## config.mk

```make
export PLATFORM = sky130hd
export DESIGN_NAME = traffic_light_monitor_flat
export DESIGN_NICKNAME = d
export VERILOG_FILES = /design/src/rtl/tl_mon_pkg.sv /design/src/rtl/tl_mon_if.sv /design/src/rtl/tl_phase_tracker.sv /design/src/rtl/traffic_light_monitor.sv /design/src/flat_wrapper.sv
export SDC_FILE = /design/constraint.sdc
export NUM_CORES = 1
export LEC_CHECK = 0
export ABC_CLOCK_PERIOD_IN_PS = 4280
export BUFFER_PORTS_ARGS = -buffer_cell sky130_fd_sc_hd__buf_2
export CAP_MARGIN = 20
export CORE_AREA = 2 2 62 64
export DETAILED_ROUTE_END_ITERATION = 10
export DIE_AREA = 0 0 64 66
export PLACE_DENSITY = 0.92
export SLEW_MARGIN = 10
export SYNTH_ARGS = -nofsm -noshare
export SYNTH_HDL_FRONTEND = slang
export SYNTH_SLANG_ARGS = --single-unit
export TNS_END_PERCENT = 10
```

## constraint.sdc

```tcl
create_clock -name clk -period 4.28 [get_ports clk]
set_clock_uncertainty 0.05 [all_clocks]
set_input_delay 0 -clock clk [delete_from_list [all_inputs] [get_ports clk]]
set_output_delay 0 -clock clk [all_outputs]
set_load 0.005 [all_outputs]
```

## src/rtl/tl_mon_pkg.sv

```systemverilog
// Shared phase/state types, fault codes and small decode helpers for the
// traffic-light safety monitor (starvation check gated by TL_MON_STARVE_EN).
package tl_mon_pkg;

    typedef enum logic [1:0] {
        PH_INVALID = 2'd0,
        PH_GREEN   = 2'd1,
        PH_YELLOW  = 2'd2,
        PH_RED     = 2'd3
    } phase_t;

    typedef enum logic [1:0] {
        ST_INIT    = 2'd0,
        ST_MONITOR = 2'd1,
        ST_FAULT   = 2'd2
    } mon_state_t;

    localparam logic [2:0] FC_NONE      = 3'd0;
    localparam logic [2:0] FC_INVALID   = 3'd1;
    localparam logic [2:0] FC_CONFLICT  = 3'd2;
    localparam logic [2:0] FC_PED       = 3'd3;
    localparam logic [2:0] FC_ILLEGAL   = 3'd4;
    localparam logic [2:0] FC_SHORT_YEL = 3'd5;
    localparam logic [2:0] FC_SHORT_GRN = 3'd6;
    localparam logic [2:0] FC_STARVE    = 3'd7;

    function automatic phase_t decode_phase(input logic g, input logic y, input logic r);
        phase_t ph;
        case ({g, y, r})
            3'b100:  ph = PH_GREEN;
            3'b010:  ph = PH_YELLOW;
            3'b001:  ph = PH_RED;
            default: ph = PH_INVALID;
        endcase
        return ph;
    endfunction

    // Only the forward cycle GREEN -> YELLOW -> RED -> GREEN is a legal step.
    function automatic logic trans_legal(input phase_t from_ph, input phase_t to_ph);
        logic ok;
        case (from_ph)
            PH_GREEN:  ok = (to_ph == PH_YELLOW);
            PH_YELLOW: ok = (to_ph == PH_RED);
            PH_RED:    ok = (to_ph == PH_GREEN);
            default:   ok = 1'b0;
        endcase
        return ok;
    endfunction

    function automatic logic is_go(input phase_t ph);
        return (ph == PH_GREEN) || (ph == PH_YELLOW);
    endfunction

endpackage

```

## src/rtl/tl_mon_if.sv

```systemverilog
// Lamp-drive sampling bus and monitor results for traffic_light_monitor.
interface tl_mon_if;
    logic       MG, MY, MR;
    logic       SG, SY, SR;
    logic       pedLight;
    logic       clear;
    logic       fault;
    logic [2:0] fault_code;
    logic       flash_red;
    logic [1:0] mainPhase;
    logic [1:0] sidePhase;

    modport master (
        output MG, MY, MR, SG, SY, SR, pedLight, clear,
        input  fault, fault_code, flash_red, mainPhase, sidePhase
    );

    modport slave (
        input  MG, MY, MR, SG, SY, SR, pedLight, clear,
        output fault, fault_code, flash_red, mainPhase, sidePhase
    );
endinterface

```

## src/rtl/tl_phase_tracker.sv

```systemverilog
// Per-approach lamp decoder with previous-phase and dwell registers; the
// starve output exists only when TL_MON_STARVE_EN is defined.
module tl_phase_tracker
    import tl_mon_pkg::*;
#(
    parameter int MIN_GREEN_CYC  = 5,
    parameter int MIN_YELLOW_CYC = 3,
`ifdef TL_MON_STARVE_EN
    parameter int MAX_RED_CYC    = 60,
`endif
    parameter int CNT_W          = 8
) (
    input  logic   clk,
    input  logic   reset,
    input  logic   g,
    input  logic   y,
    input  logic   r,
    output phase_t phase,
    output phase_t prev_phase,
    output logic   changed,
    output logic   illegal_trans,
    output logic   short_green,
    output logic   short_yellow
`ifdef TL_MON_STARVE_EN
    ,
    output logic   starve
`endif
);

    localparam logic [CNT_W-1:0] DWELL_ONE = {{(CNT_W-1){1'b0}}, 1'b1};
    localparam logic [CNT_W-1:0] DWELL_MAX = {CNT_W{1'b1}};
    localparam logic [CNT_W-1:0] MIN_G_L   = CNT_W'(MIN_GREEN_CYC);
    localparam logic [CNT_W-1:0] MIN_Y_L   = CNT_W'(MIN_YELLOW_CYC);

    phase_t           cur_s;
    phase_t           prev_r;
    logic             changed_s;
    logic [CNT_W-1:0] dwell_r;
    logic [CNT_W-1:0] dwell_nxt_s;

    // Decode the current sample and compute the saturating dwell update.
    always_comb begin
        cur_s     = decode_phase(g, y, r);
        changed_s = (cur_s != prev_r);
        if (changed_s) begin
            dwell_nxt_s = DWELL_ONE;
        end else if (dwell_r == DWELL_MAX) begin
            dwell_nxt_s = DWELL_MAX;
        end else begin
            dwell_nxt_s = dwell_r + DWELL_ONE;
        end
    end

    // Phase history runs in every monitor state, including FAULT.
    always_ff @(posedge clk or negedge reset) begin
        if (!reset) begin
            prev_r  <= PH_INVALID;
            dwell_r <= {CNT_W{1'b0}};
        end else begin
            prev_r  <= cur_s;
            dwell_r <= dwell_nxt_s;
        end
    end

    // Pair checks use the dwell of the phase being left; illegal_trans is only
    // meaningful together with changed.
    always_comb begin
        if ((prev_r != PH_INVALID) && (cur_s != PH_INVALID)) begin
            illegal_trans = !trans_legal(prev_r, cur_s);
            short_green   = (prev_r == PH_GREEN) && (cur_s == PH_YELLOW) && (dwell_r < MIN_G_L);
            short_yellow  = (prev_r == PH_YELLOW) && (cur_s == PH_RED) && (dwell_r < MIN_Y_L);
        end else begin
            illegal_trans = 1'b0;
            short_green   = 1'b0;
            short_yellow  = 1'b0;
        end
    end

`ifdef TL_MON_STARVE_EN
    assign starve = (cur_s == PH_RED) && (dwell_nxt_s == CNT_W'(MAX_RED_CYC));
`endif

    assign phase      = cur_s;
    assign prev_phase = prev_r;
    assign changed    = changed_s;

endmodule

```

## src/rtl/traffic_light_monitor.sv

```systemverilog
// Safety monitor on the lamp drives: prioritised fault detection, latched fault
// code and flashing-red override. Code 7 (RED starvation) needs TL_MON_STARVE_EN.
module traffic_light_monitor
    import tl_mon_pkg::*;
#(
    parameter int MIN_GREEN_CYC  = 5,
    parameter int MIN_YELLOW_CYC = 3,
    parameter int MAX_RED_CYC    = 60,
    parameter int FLASH_CYC      = 4,
    parameter int CNT_W          = 8
) (
    input logic   clk,
    input logic   reset,
    tl_mon_if.slave mon
);

    localparam logic [CNT_W-1:0] FLASH_ONE = {{(CNT_W-1){1'b0}}, 1'b1};
    localparam logic [CNT_W-1:0] FLASH_L   = CNT_W'(FLASH_CYC);

    if ((MIN_GREEN_CYC >= (32'd1 << CNT_W)) || (MIN_YELLOW_CYC >= (32'd1 << CNT_W)) ||
        (MAX_RED_CYC >= (32'd1 << CNT_W)) || (FLASH_CYC >= (32'd1 << CNT_W))) begin : g_cfg_check
        $error("traffic_light_monitor: cycle parameter does not fit in CNT_W bits");
    end

    phase_t     m_cur_s, m_prev_s, s_cur_s, s_prev_s;
    logic       m_changed_s, m_illegal_s, m_short_grn_s, m_short_yel_s;
    logic       s_changed_s, s_illegal_s, s_short_grn_s, s_short_yel_s;
    logic       starve_s;
    logic [2:0] code_s;

    mon_state_t       state_r;
    logic             fault_r;
    logic [2:0]       fault_code_r;
    logic             flash_red_r;
    logic [CNT_W-1:0] flash_cnt_r;

`ifdef TL_MON_STARVE_EN
    logic m_starve_s, s_starve_s;
`endif

    tl_phase_tracker #(
        .MIN_GREEN_CYC (MIN_GREEN_CYC),
        .MIN_YELLOW_CYC(MIN_YELLOW_CYC),
`ifdef TL_MON_STARVE_EN
        .MAX_RED_CYC   (MAX_RED_CYC),
`endif
        .CNT_W         (CNT_W)
    ) u_main (
        .clk          (clk),
        .reset        (reset),
        .g            (mon.MG),
        .y            (mon.MY),
        .r            (mon.MR),
        .phase        (m_cur_s),
        .prev_phase   (m_prev_s),
        .changed      (m_changed_s),
        .illegal_trans(m_illegal_s),
        .short_green  (m_short_grn_s),
        .short_yellow (m_short_yel_s)
`ifdef TL_MON_STARVE_EN
        ,
        .starve       (m_starve_s)
`endif
    );

    tl_phase_tracker #(
        .MIN_GREEN_CYC (MIN_GREEN_CYC),
        .MIN_YELLOW_CYC(MIN_YELLOW_CYC),
`ifdef TL_MON_STARVE_EN
        .MAX_RED_CYC   (MAX_RED_CYC),
`endif
        .CNT_W         (CNT_W)
    ) u_side (
        .clk          (clk),
        .reset        (reset),
        .g            (mon.SG),
        .y            (mon.SY),
        .r            (mon.SR),
        .phase        (s_cur_s),
        .prev_phase   (s_prev_s),
        .changed      (s_changed_s),
        .illegal_trans(s_illegal_s),
        .short_green  (s_short_grn_s),
        .short_yellow (s_short_yel_s)
`ifdef TL_MON_STARVE_EN
        ,
        .starve       (s_starve_s)
`endif
    );

`ifdef TL_MON_STARVE_EN
    assign starve_s = m_starve_s || s_starve_s;
`else
    assign starve_s = 1'b0;
`endif

    // Lowest code wins; INIT has no valid history, so only snapshot checks apply.
    always_comb begin
        if ((m_cur_s == PH_INVALID) || (s_cur_s == PH_INVALID)) begin
            code_s = FC_INVALID;
        end else if ((m_cur_s != PH_RED) && (s_cur_s != PH_RED)) begin
            code_s = FC_CONFLICT;
        end else if (mon.pedLight && (is_go(m_cur_s) || is_go(s_cur_s))) begin
            code_s = FC_PED;
        end else if (state_r == ST_INIT) begin
            code_s = FC_NONE;
        end else if ((m_changed_s && m_illegal_s) || (s_changed_s && s_illegal_s)) begin
            code_s = FC_ILLEGAL;
        end else if (m_short_yel_s || s_short_yel_s) begin
            code_s = FC_SHORT_YEL;
        end else if (m_short_grn_s || s_short_grn_s) begin
            code_s = FC_SHORT_GRN;
        end else if (starve_s) begin
            code_s = FC_STARVE;
        end else begin
            code_s = FC_NONE;
        end
    end

    // Monitor state machine with registered fault, code and flash outputs.
    always_ff @(posedge clk or negedge reset) begin
        if (!reset) begin
            state_r      <= ST_INIT;
            fault_r      <= 1'b0;
            fault_code_r <= FC_NONE;
            flash_red_r  <= 1'b0;
            flash_cnt_r  <= {CNT_W{1'b0}};
        end else begin
            case (state_r)
                ST_INIT, ST_MONITOR: begin
                    if (code_s != FC_NONE) begin
                        state_r      <= ST_FAULT;
                        fault_r      <= 1'b1;
                        fault_code_r <= code_s;
                        flash_red_r  <= 1'b1;
                        flash_cnt_r  <= FLASH_ONE;
                    end else begin
                        state_r      <= ST_MONITOR;
                    end
                end
                ST_FAULT: begin
                    if (mon.clear) begin
                        state_r      <= ST_INIT;
                        fault_r      <= 1'b0;
                        fault_code_r <= FC_NONE;
                        flash_red_r  <= 1'b0;
                        flash_cnt_r  <= {CNT_W{1'b0}};
                    end else if (flash_cnt_r >= FLASH_L) begin
                        flash_red_r  <= !flash_red_r;
                        flash_cnt_r  <= FLASH_ONE;
                    end else begin
                        flash_cnt_r  <= flash_cnt_r + FLASH_ONE;
                    end
                end
                default: begin
                    state_r      <= ST_INIT;
                    fault_r      <= 1'b0;
                    fault_code_r <= FC_NONE;
                    flash_red_r  <= 1'b0;
                    flash_cnt_r  <= {CNT_W{1'b0}};
                end
            endcase
        end
    end

    assign mon.fault      = fault_r;
    assign mon.fault_code = fault_code_r;
    assign mon.flash_red  = flash_red_r;
    assign mon.mainPhase  = m_prev_s;
    assign mon.sidePhase  = s_prev_s;

endmodule

```

## src/flat_wrapper.sv

```systemverilog
// flat-port wrapper written by rule: the top's interface ports become plain ports
module traffic_light_monitor_flat import tl_mon_pkg::*;
#(
    parameter int MIN_GREEN_CYC  = 5,
    parameter int MIN_YELLOW_CYC = 3,
    parameter int MAX_RED_CYC    = 60,
    parameter int FLASH_CYC      = 4,
    parameter int CNT_W          = 8
)
  (clk, reset, mon_MG, mon_MY, mon_MR, mon_SG, mon_SY, mon_SR, mon_pedLight, mon_clear, mon_fault, mon_fault_code, mon_flash_red, mon_mainPhase, mon_sidePhase);
  tl_mon_if mon_i ();
  input logic clk;
  input logic reset;
  input wire logic [$bits(mon_i.MG)-1:0] mon_MG;
  input wire logic [$bits(mon_i.MY)-1:0] mon_MY;
  input wire logic [$bits(mon_i.MR)-1:0] mon_MR;
  input wire logic [$bits(mon_i.SG)-1:0] mon_SG;
  input wire logic [$bits(mon_i.SY)-1:0] mon_SY;
  input wire logic [$bits(mon_i.SR)-1:0] mon_SR;
  input wire logic [$bits(mon_i.pedLight)-1:0] mon_pedLight;
  input wire logic [$bits(mon_i.clear)-1:0] mon_clear;
  output wire logic [$bits(mon_i.fault)-1:0] mon_fault;
  output wire logic [$bits(mon_i.fault_code)-1:0] mon_fault_code;
  output wire logic [$bits(mon_i.flash_red)-1:0] mon_flash_red;
  output wire logic [$bits(mon_i.mainPhase)-1:0] mon_mainPhase;
  output wire logic [$bits(mon_i.sidePhase)-1:0] mon_sidePhase;
  assign mon_i.MG = mon_MG;
  assign mon_i.MY = mon_MY;
  assign mon_i.MR = mon_MR;
  assign mon_i.SG = mon_SG;
  assign mon_i.SY = mon_SY;
  assign mon_i.SR = mon_SR;
  assign mon_i.pedLight = mon_pedLight;
  assign mon_i.clear = mon_clear;
  assign mon_fault = mon_i.fault;
  assign mon_fault_code = mon_i.fault_code;
  assign mon_flash_red = mon_i.flash_red;
  assign mon_mainPhase = mon_i.mainPhase;
  assign mon_sidePhase = mon_i.sidePhase;
  traffic_light_monitor #(.MIN_GREEN_CYC(MIN_GREEN_CYC), .MIN_YELLOW_CYC(MIN_YELLOW_CYC), .MAX_RED_CYC(MAX_RED_CYC), .FLASH_CYC(FLASH_CYC), .CNT_W(CNT_W)) u_core (.clk(clk), .reset(reset), .mon(mon_i));
endmodule
```

==> impl_metrics.tcl, run 1 <==
set metrics [dict create \
    rows 22 \
    port_buffers 18 \
    wirelength_um 4650 \
    whs_path_depth 3 \
    cts_tree "yes" \
    firstDrtPassIters 4 \
    final_cell_mix "dfrtp_1 (35), inv_1 (19), a21oi_1 (19)" \
    netlist_area_um2 2210 \
    wl_per_cell_um 15.2 \
    hpwlAfterDp_um 3340 \
    synth_xor_area_share_pct 4.76 \
    synth.ff_latch_count 35 \
    gp_congestion 0.946 \
    yosysUniqueCellTypes 50 \
    design_area_um2 2400 \
    dp_slack_ps 1940 \
    hold_viol 0 \
    final_common_cell "dfrtp_1" \
    crit_path_end_kind "register" \
    synth_top_family_by_area "simple AND/OR/NAND/NOR gates" \
    antenna_found_initial 0 \
    num_vias 1837 \
    crit_fanout 8 \
    cts_resized 0 \
    die_w_um 64 \
    cts_sinks 35 \
    grt_setup_unrepaired "no" \
    cap_violations 0 \
    syn_area_per_cell_um2 9.31 \
    start_util_pct 62.2 \
    place_area_um2 2290 \
    tightestPinTransition_ps 761 \
    period_share_pct 58.4 \
    core_area_um2 3550 \
    crit_path_cell_trace "dlygate4sd3_1 > buf_2 > xor2_1 > nand2b_1 > ha_1 > o21ai_0 > o21ai_0 > nor4_1 > nand2_1 > o31ai_4 > a22oi_1" \
    grt_pass1_wl_um 7960 \
    root_buffer "clkbuf_4" \
    powerDensity_nw_per_um2 328 \
    grt_max_degree 36 \
    ff2ff_path_depth 6 \
    synth_adder_area_share_pct 7.71 \
    cp_data_arrival_time_ps 2680 \
    timing.final.ws_setup_ps 1780 \
    vias_per_cell 6.02 \
    io_pins 19 \
    worst-path-stages 11 \
    overflow 0 \
    cts-buffers-inserted 5 \
    max_freq_mhz 400 \
    synth_enable_flop_cells 0 \
    syn_nets 259 \
    cp_common_cell "o21ai_0" \
    critical_path.top_delay_family "simple AND/OR/NAND/NOR gates" \
    worstSetupStartpointType "input pin" \
    drc 0 \
    area_growth_pct 8.79 \
    clk_latency_ps 350 \
    synth_compound_area_share_pct 17.7 \
    netlist_instances 237 \
    cpPeakStageDelay_ps 530 \
    fin_nets 278 \
    synthArstFlopShare_pct 100 \
    grt_pass1_vias 1777 \
    status "finished clean" \
    die_h_um 66 \
    layout-drive-gt1-share_pct 11.3 \
    dr.first_iter.drc_count 93 \
    cts_max_level 2 \
    path_clk_slew_ps 120 \
    final_util_pct 67.6 \
    synthMuxAreaShare_pct 0 \
    finalSetupViolations 0 \
    postRouteAntennaNets 0 \
    yosys_warnings 0 \
    hold_slack_ps 39.8 \
    hold_class "in2reg" \
    p_leak_nw 1.18 \
    fin_crit_ps 2500 \
    worst_path_max_delay_cell "dlygate4sd3_1" \
    ys_seq_area_share_pct 39.7 \
    path_class "in2reg" \
    die-area_um2 4220 \
    totalNegativeSetupSlack_ps 0 \
    diodes 0 \
    grt_usage_pct 24.5 \
    drv_slew 0 \
    ir_drop_mv 0.311 \
    max-slew-margin-rel_pct 49.3 \
    required_ps 4460 \
    clockBufferDepth 2 \
    path_buf_inv 2 \
    ys.flop_type "dfrtp_1" \
    synthSimpleGateAreaFrac_pct 23.8 \
]
[repair_timing]
action                                 4_1_cts  5_1_grt
setup buffers                                0        0
setup endpoints to repair                    0        0
hold buffers                                 3        0
endpoints found under the hold margin       38        0
[per-layer routing]
layer | vias to the layer above | GRT usage (%) | wire length [um]
met4 | 0 | 11.1 | 89
met1 | 882 | 30.6 | 2070
met5 | - | 0 | 0
met2 | 60 | 40.5 | 2250
met3 | 10 | 5.62 | 242
li1 | 885 | - | -
[final cells by class]
type	instances	area, um^2
Clock buffer	5	37.5
Timing Repair Buffer	21	120
Sequential cell	35	876
Inverter	19	71.3
Tap cell	48	60.1
Multi-Input combinational cell	174	1190
Clock inverter	3	43.8
Fill cell	277	1150
[worst min-delay path, delay by kind of cell]
| family | cells | cell delay, ps |
|---|---|---|
| buffers and inverters | 2 | 230 |
| AND/OR/NAND/NOR | 1 | 180 |
[worst paths after layout]
check                                            startpoint                     endpoint  slack [ps]
worst max-delay path                                 mon_SG        u_core.flash_cnt_r[0]        1780
worst min-delay path                                 mon_MG  u_core.u_main.prev_phase[1]          40
worst max register to register  u_core.u_main.prev_phase[1]     u_core.mon.fault_code[1]        1940
worst min register to register     u_core.mon.fault_code[2]     u_core.mon.fault_code[2]         480
max in group asynchronous                             reset     u_core.u_side.dwell_r[3]        3490
min in group asynchronous                             reset            u_core.state_r[1]         200
[power by group]
part           switching [mW]  internal [mW]
clock                   0.119          0.123
sequential             0.0291          0.355
combinational          0.0933         0.0691
[metrics by stage]
stage	power, mW	std cells
finish	0.788	305
global route	0.835	305
CTS	0.790	305
detailed placement	0.547	294
global placement	0.540	294
floorplan	0.505	237
[synthesized netlist by cell type (all sizes together), types with 3 or more instances]
master	count	area, um^2
a22o	3	35.0
buf	6	55.1
nand2	16	60.1
nor3	9	45.0
nand2b	6	37.5
nor2	15	56.3
nand3	6	30.0
dfrtp	35	876
ha	12	150
and2	6	37.5
o21ai	8	40.0
nand3b	5	37.5
and3	5	31.3
o32ai	3	26.3
clkbuf	3	12.5
xnor2	4	35.0
nor4	5	31.3
a21oi	19	95.1
inv	19	71.3
nor3b	4	30.0
xor2	8	70.1
a21o	4	30.0
[cells by family after synthesis]
family / Yosys count
DFF: 35
AOI/OAI and AO/OA: 55
adders and majority gates: 14
xor gates and xnor gates: 12
and+or+nand+nor: 93
buffers and inverters: 28
[flip-flops by register name (all words and copies together) (netlist names)]
register                  count
u_core.u_main.dwell_r         8
u_core.mon.flash_red          1
u_core.u_side.dwell_r         8
u_core.u_main.prev_phase      2
u_core.mon.fault              1
u_core.mon.fault_code         3
u_core.u_side.prev_phase      2
u_core.state_r                2
u_core.flash_cnt_r            8
(Power assumes the default switching activity.)
==> run 2, diff against run 1 <==
--- a/config.mk
+++ b/config.mk
@@ -5,13 +5,14 @@
 export SDC_FILE = /design/constraint.sdc
 export NUM_CORES = 1
 export LEC_CHECK = 0
-export ABC_CLOCK_PERIOD_IN_PS = 4280
+export ABC_AREA = 1
+export ABC_CLOCK_PERIOD_IN_PS = 2080
 export BUFFER_PORTS_ARGS = -buffer_cell sky130_fd_sc_hd__buf_2
 export CAP_MARGIN = 20
-export CORE_AREA = 2 2 62 64
+export CORE_AREA = 2 2 67 69
 export DETAILED_ROUTE_END_ITERATION = 10
-export DIE_AREA = 0 0 64 66
-export PLACE_DENSITY = 0.92
+export DIE_AREA = 0 0 69 71
+export PLACE_DENSITY = 0.82
 export SLEW_MARGIN = 10
 export SYNTH_ARGS = -nofsm -noshare
 export SYNTH_HDL_FRONTEND = slang
==> constraint.sdc (replaced) <==
create_clock -name clk -period 2.08 [get_ports clk]
set_clock_uncertainty 0.05 [all_clocks]
set_input_delay 0 -clock clk [delete_from_list [all_inputs] [get_ports clk]]
set_output_delay 0 -clock clk [all_outputs]
set_load 0.005 [all_outputs]
==> run 2 against run 1 <==
Effect of this change:
- sequential share of layout area down 0.73 points
- critical path type is now reg2reg
- utilization down 9.3 points
- via count down 1.9%
- largest cell class unchanged
- die area up 16%
==> impl_metrics.tcl, run 2 <==
set metrics [dict create \
    status "finished clean" \
    num_vias 1803 \
    cpPeakStageDelay_ps 400 \
    gp_congestion 0.816 \
    rows 24 \
    syn_nets 305 \
    crit_path_cell_trace "ha_1 > inv_1 > nand2_1 > nor3_1 > nand2_1 > nand4_1 > nor2_2 > nor2_2 > nor2_4 > nand3_4 > buf_4 > o21ai_2" \
    path_clk_slew_ps 80 \
    p_seq_share_pct 43.3 \
    diodes 0 \
    worstSetupStartpointType "register" \
    wl_per_cell_um 10.8 \
    final_cell_mix "nand2_1 (58), inv_1 (49), nor2_1 (36)" \
    crit_path_end_kind "register" \
    hold_viol 0 \
    synth_top_area_share_pct 41.1 \
    ys.flop_type "dfrtp_1" \
    p_int_mw 1.31 \
    root_buffer "clkbuf_8" \
    ir_drop_mv 0.353 \
    synth_enable_flop_cells 0 \
    final_util_pct 58.3 \
    synthArstFlopShare_pct 100 \
    synth_common_cells "nand2_1 (59), inv_1 (49), nor2_1 (36)" \
    die_h_um 71 \
    tightestPinTransition_ps 762 \
    hold_slack_ps 18.8 \
    timing.rr.end "u_core.flash_cnt_r[2]" \
    core_area_um2 4200 \
    grt_setup_unrepaired "no" \
    worstHoldStart "mon_MR" \
    dpl.cell_count 356 \
    path_class "reg2reg" \
    antenna_found_initial 0 \
    dr.first_iter.drc_count 115 \
    p_leak_nw 1.27 \
    yosys_warnings 0 \
    grt_pass1_wl_um 6870 \
    whs_path_depth 3 \
    drc 0 \
    wirelength_um 3950 \
    crit_fanout 8 \
    p_sw_uw 622 \
    netlist_instances 283 \
    clockPowerShare_pct 31.6 \
    yosysMostFrequentCell "nand2_1" \
    ff2ff_path_depth 12 \
    period_share_pct 91.4 \
    yosysUniqueCellTypes 27 \
    cts_max_level 2 \
    drv_slew 0 \
    final_common_cell "nand2_1" \
    max_freq_mhz 526 \
    clk_latency_ps 290 \
    die_w_um 69 \
    synth.area.top_cells "dfrtp_1 (41%), nand2_1 (10%), inv_1 (8.6%)" \
    power_switching_share_pct 32.2 \
    syn_area_per_cell_um2 7.52 \
    grt_max_degree 36 \
    fin_crit_ps 1900 \
    cap_violations 0 \
    grt_pass1_vias 1718 \
    top_regs "u_core.flash_cnt_r: 8 flops, u_core.u_main.dwell_r: 8 flops, u_core.u_side.dwell_r: 8 flops" \
    layout-drive-gt1-share_pct 18.5 \
    worst_path_max_delay_cell "dfrtp_1" \
    powerDensity_nw_per_um2 790 \
    area_growth_pct 15.0 \
    io_pins 19 \
    clockBufferDepth 2 \
    die-area_um2 4900 \
    vias_per_cell 4.93 \
    nFillCells 382 \
    port_buffers 18 \
    min_to "u_core.u_main.prev_phase[1]" \
    yosysTopAreaCell "dfrtp_1" \
    fin_nets 335 \
    postRouteAntennaNets 0 \
    ys_seq_area_share_pct 41.1 \
    cts_sinks 35 \
    grt_usage_pct 17.5 \
    hpwlAfterDp_um 3000 \
    reg2reg_from "u_core.u_side.dwell_r[0]" \
    cts-buffers-inserted 5 \
    netlist_area_um2 2130 \
    reg2reg_slack_ps 180 \
    cp_data_arrival_time_ps 2040 \
    firstDrtPassIters 4 \
    synth.ff_latch_count 35 \
    finalPower_mw 1.94 \
    start_util_pct 50.7 \
    finalSetupViolations 0 \
    combPwrFrac_pct 25.1 \
    layoutNonFillerInstCount 366 \
    required_ps 2220 \
    overflow 0 \
    cts_tree "yes" \
    max-slew-margin-rel_pct 49.2 \
    hold_class "in2reg" \
]
-- run 2: cell count changes after synthesis, moves of 5 or more --
cell and delta:
nand2_1 +43, and2_1 -6, nand3_1 +17, a21oi_1 -9
inv_1 +30, xor2_1 -6, nand2b_1 -6, nand3b_1 -5
inv_2 +6, nor2_1 +21
-- run 2: worst max-delay path: cells and delay by family (launching register included) --
family	cells	cell delay [ps]
adders and majority gates	1	210
AOI/OAI and AO/OA	1	50
DFF	1	400
and+or+nand+nor	8	870
buffers and inverters	2	210
-- run 2: metal layers --
| layer | wire, um | GRT usage (%) | vias to the layer above |
|---|---|---|---|
| li1 | - | - | 946 |
| met1 | 1850 | 20.7 | 818 |
| met2 | 1860 | 30.7 | 34 |
| met3 | 171 | 4.70 | 5 |
| met4 | 68 | 6.54 | 0 |
| met5 | 0 | 0 | - |
-- run 2: cells by family after synthesis --
logic type,count (synthesis),share of synthesized area [%]
buffers and inverters,56,10.2
adder cells (fa/ha/maj),12,7.05
XOR/XNOR,2,0.823
AND/OR/NAND/NOR,150,32.4
AO/OA/AOI/OAI,28,8.40
flip-flops,35,41.1
-- run 2: power by group through the flow --
| stage | clock, mW | sequential [mW] | combinational, mW |
|---|---|---|---|
| 2_1_floorplan | 0 | 0.840 | 0.330 |
| 3_3_place_gp | 0 | 0.847 | 0.458 |
| 3_5_place_dp | 0 | 0.849 | 0.476 |
| 4_1_cts | 0.633 | 0.838 | 0.483 |
| 5_1_grt | 0.659 | 0.850 | 0.551 |
| 6_report | 0.611 | 0.838 | 0.487 |
-- run 2: repair_timing --
action,in CTS,in global routing
endpoints found under the setup margin,0,12
hold buffers,2,0
resized for setup,0,3
setup buffers,0,0
hold endpoints to repair,37,0
-- run 2: layout make-up --
| class | instances | area [um^2] | area share, % |
|---|---|---|---|
| Sequential cell | 35 | 876 | 35.8 |
| Timing Repair Buffer | 24 | 140 | 5.72 |
| Clock inverter | 3 | 43.8 | 1.79 |
| Clock buffer | 5 | 68.8 | 2.81 |
| Inverter | 55 | 206 | 8.43 |
| Multi-Input combinational cell | 192 | 1050 | 42.8 |
| Tap cell | 52 | 65.1 | 2.66 |
-- run 2: worst max-delay path by stage --
stage                                        start  cells past startpoint                        to
after CTS                 u_core.u_side.dwell_r[0]                     13  u_core.mon.fault_code[2]
after global placement                      mon_MG                     16          u_core.mon.fault
final                     u_core.u_side.dwell_r[0]                     12     u_core.flash_cnt_r[2]
after detailed placement                    mon_MG                     16  u_core.mon.fault_code[2]
after global routing      u_core.u_side.dwell_r[0]                     13  u_core.mon.fault_code[2]
after floorplan                             mon_SG                     15      u_core.mon.flash_red
-- run 2: stage by stage --
step / worst slack [ps] / setup TNS (ps) / instance area (um^2)
6_report: 178 / 0 / 2450
5_1_grt: 8.31 / 0 / 2450
4_1_cts: 25.5 / 0 / 2440
3_5_place_dp: -83.9 / -494 / 2300
3_3_place_gp: -11.2 / -36.5 / 2300
2_1_floorplan: 314 / 0 / 2130
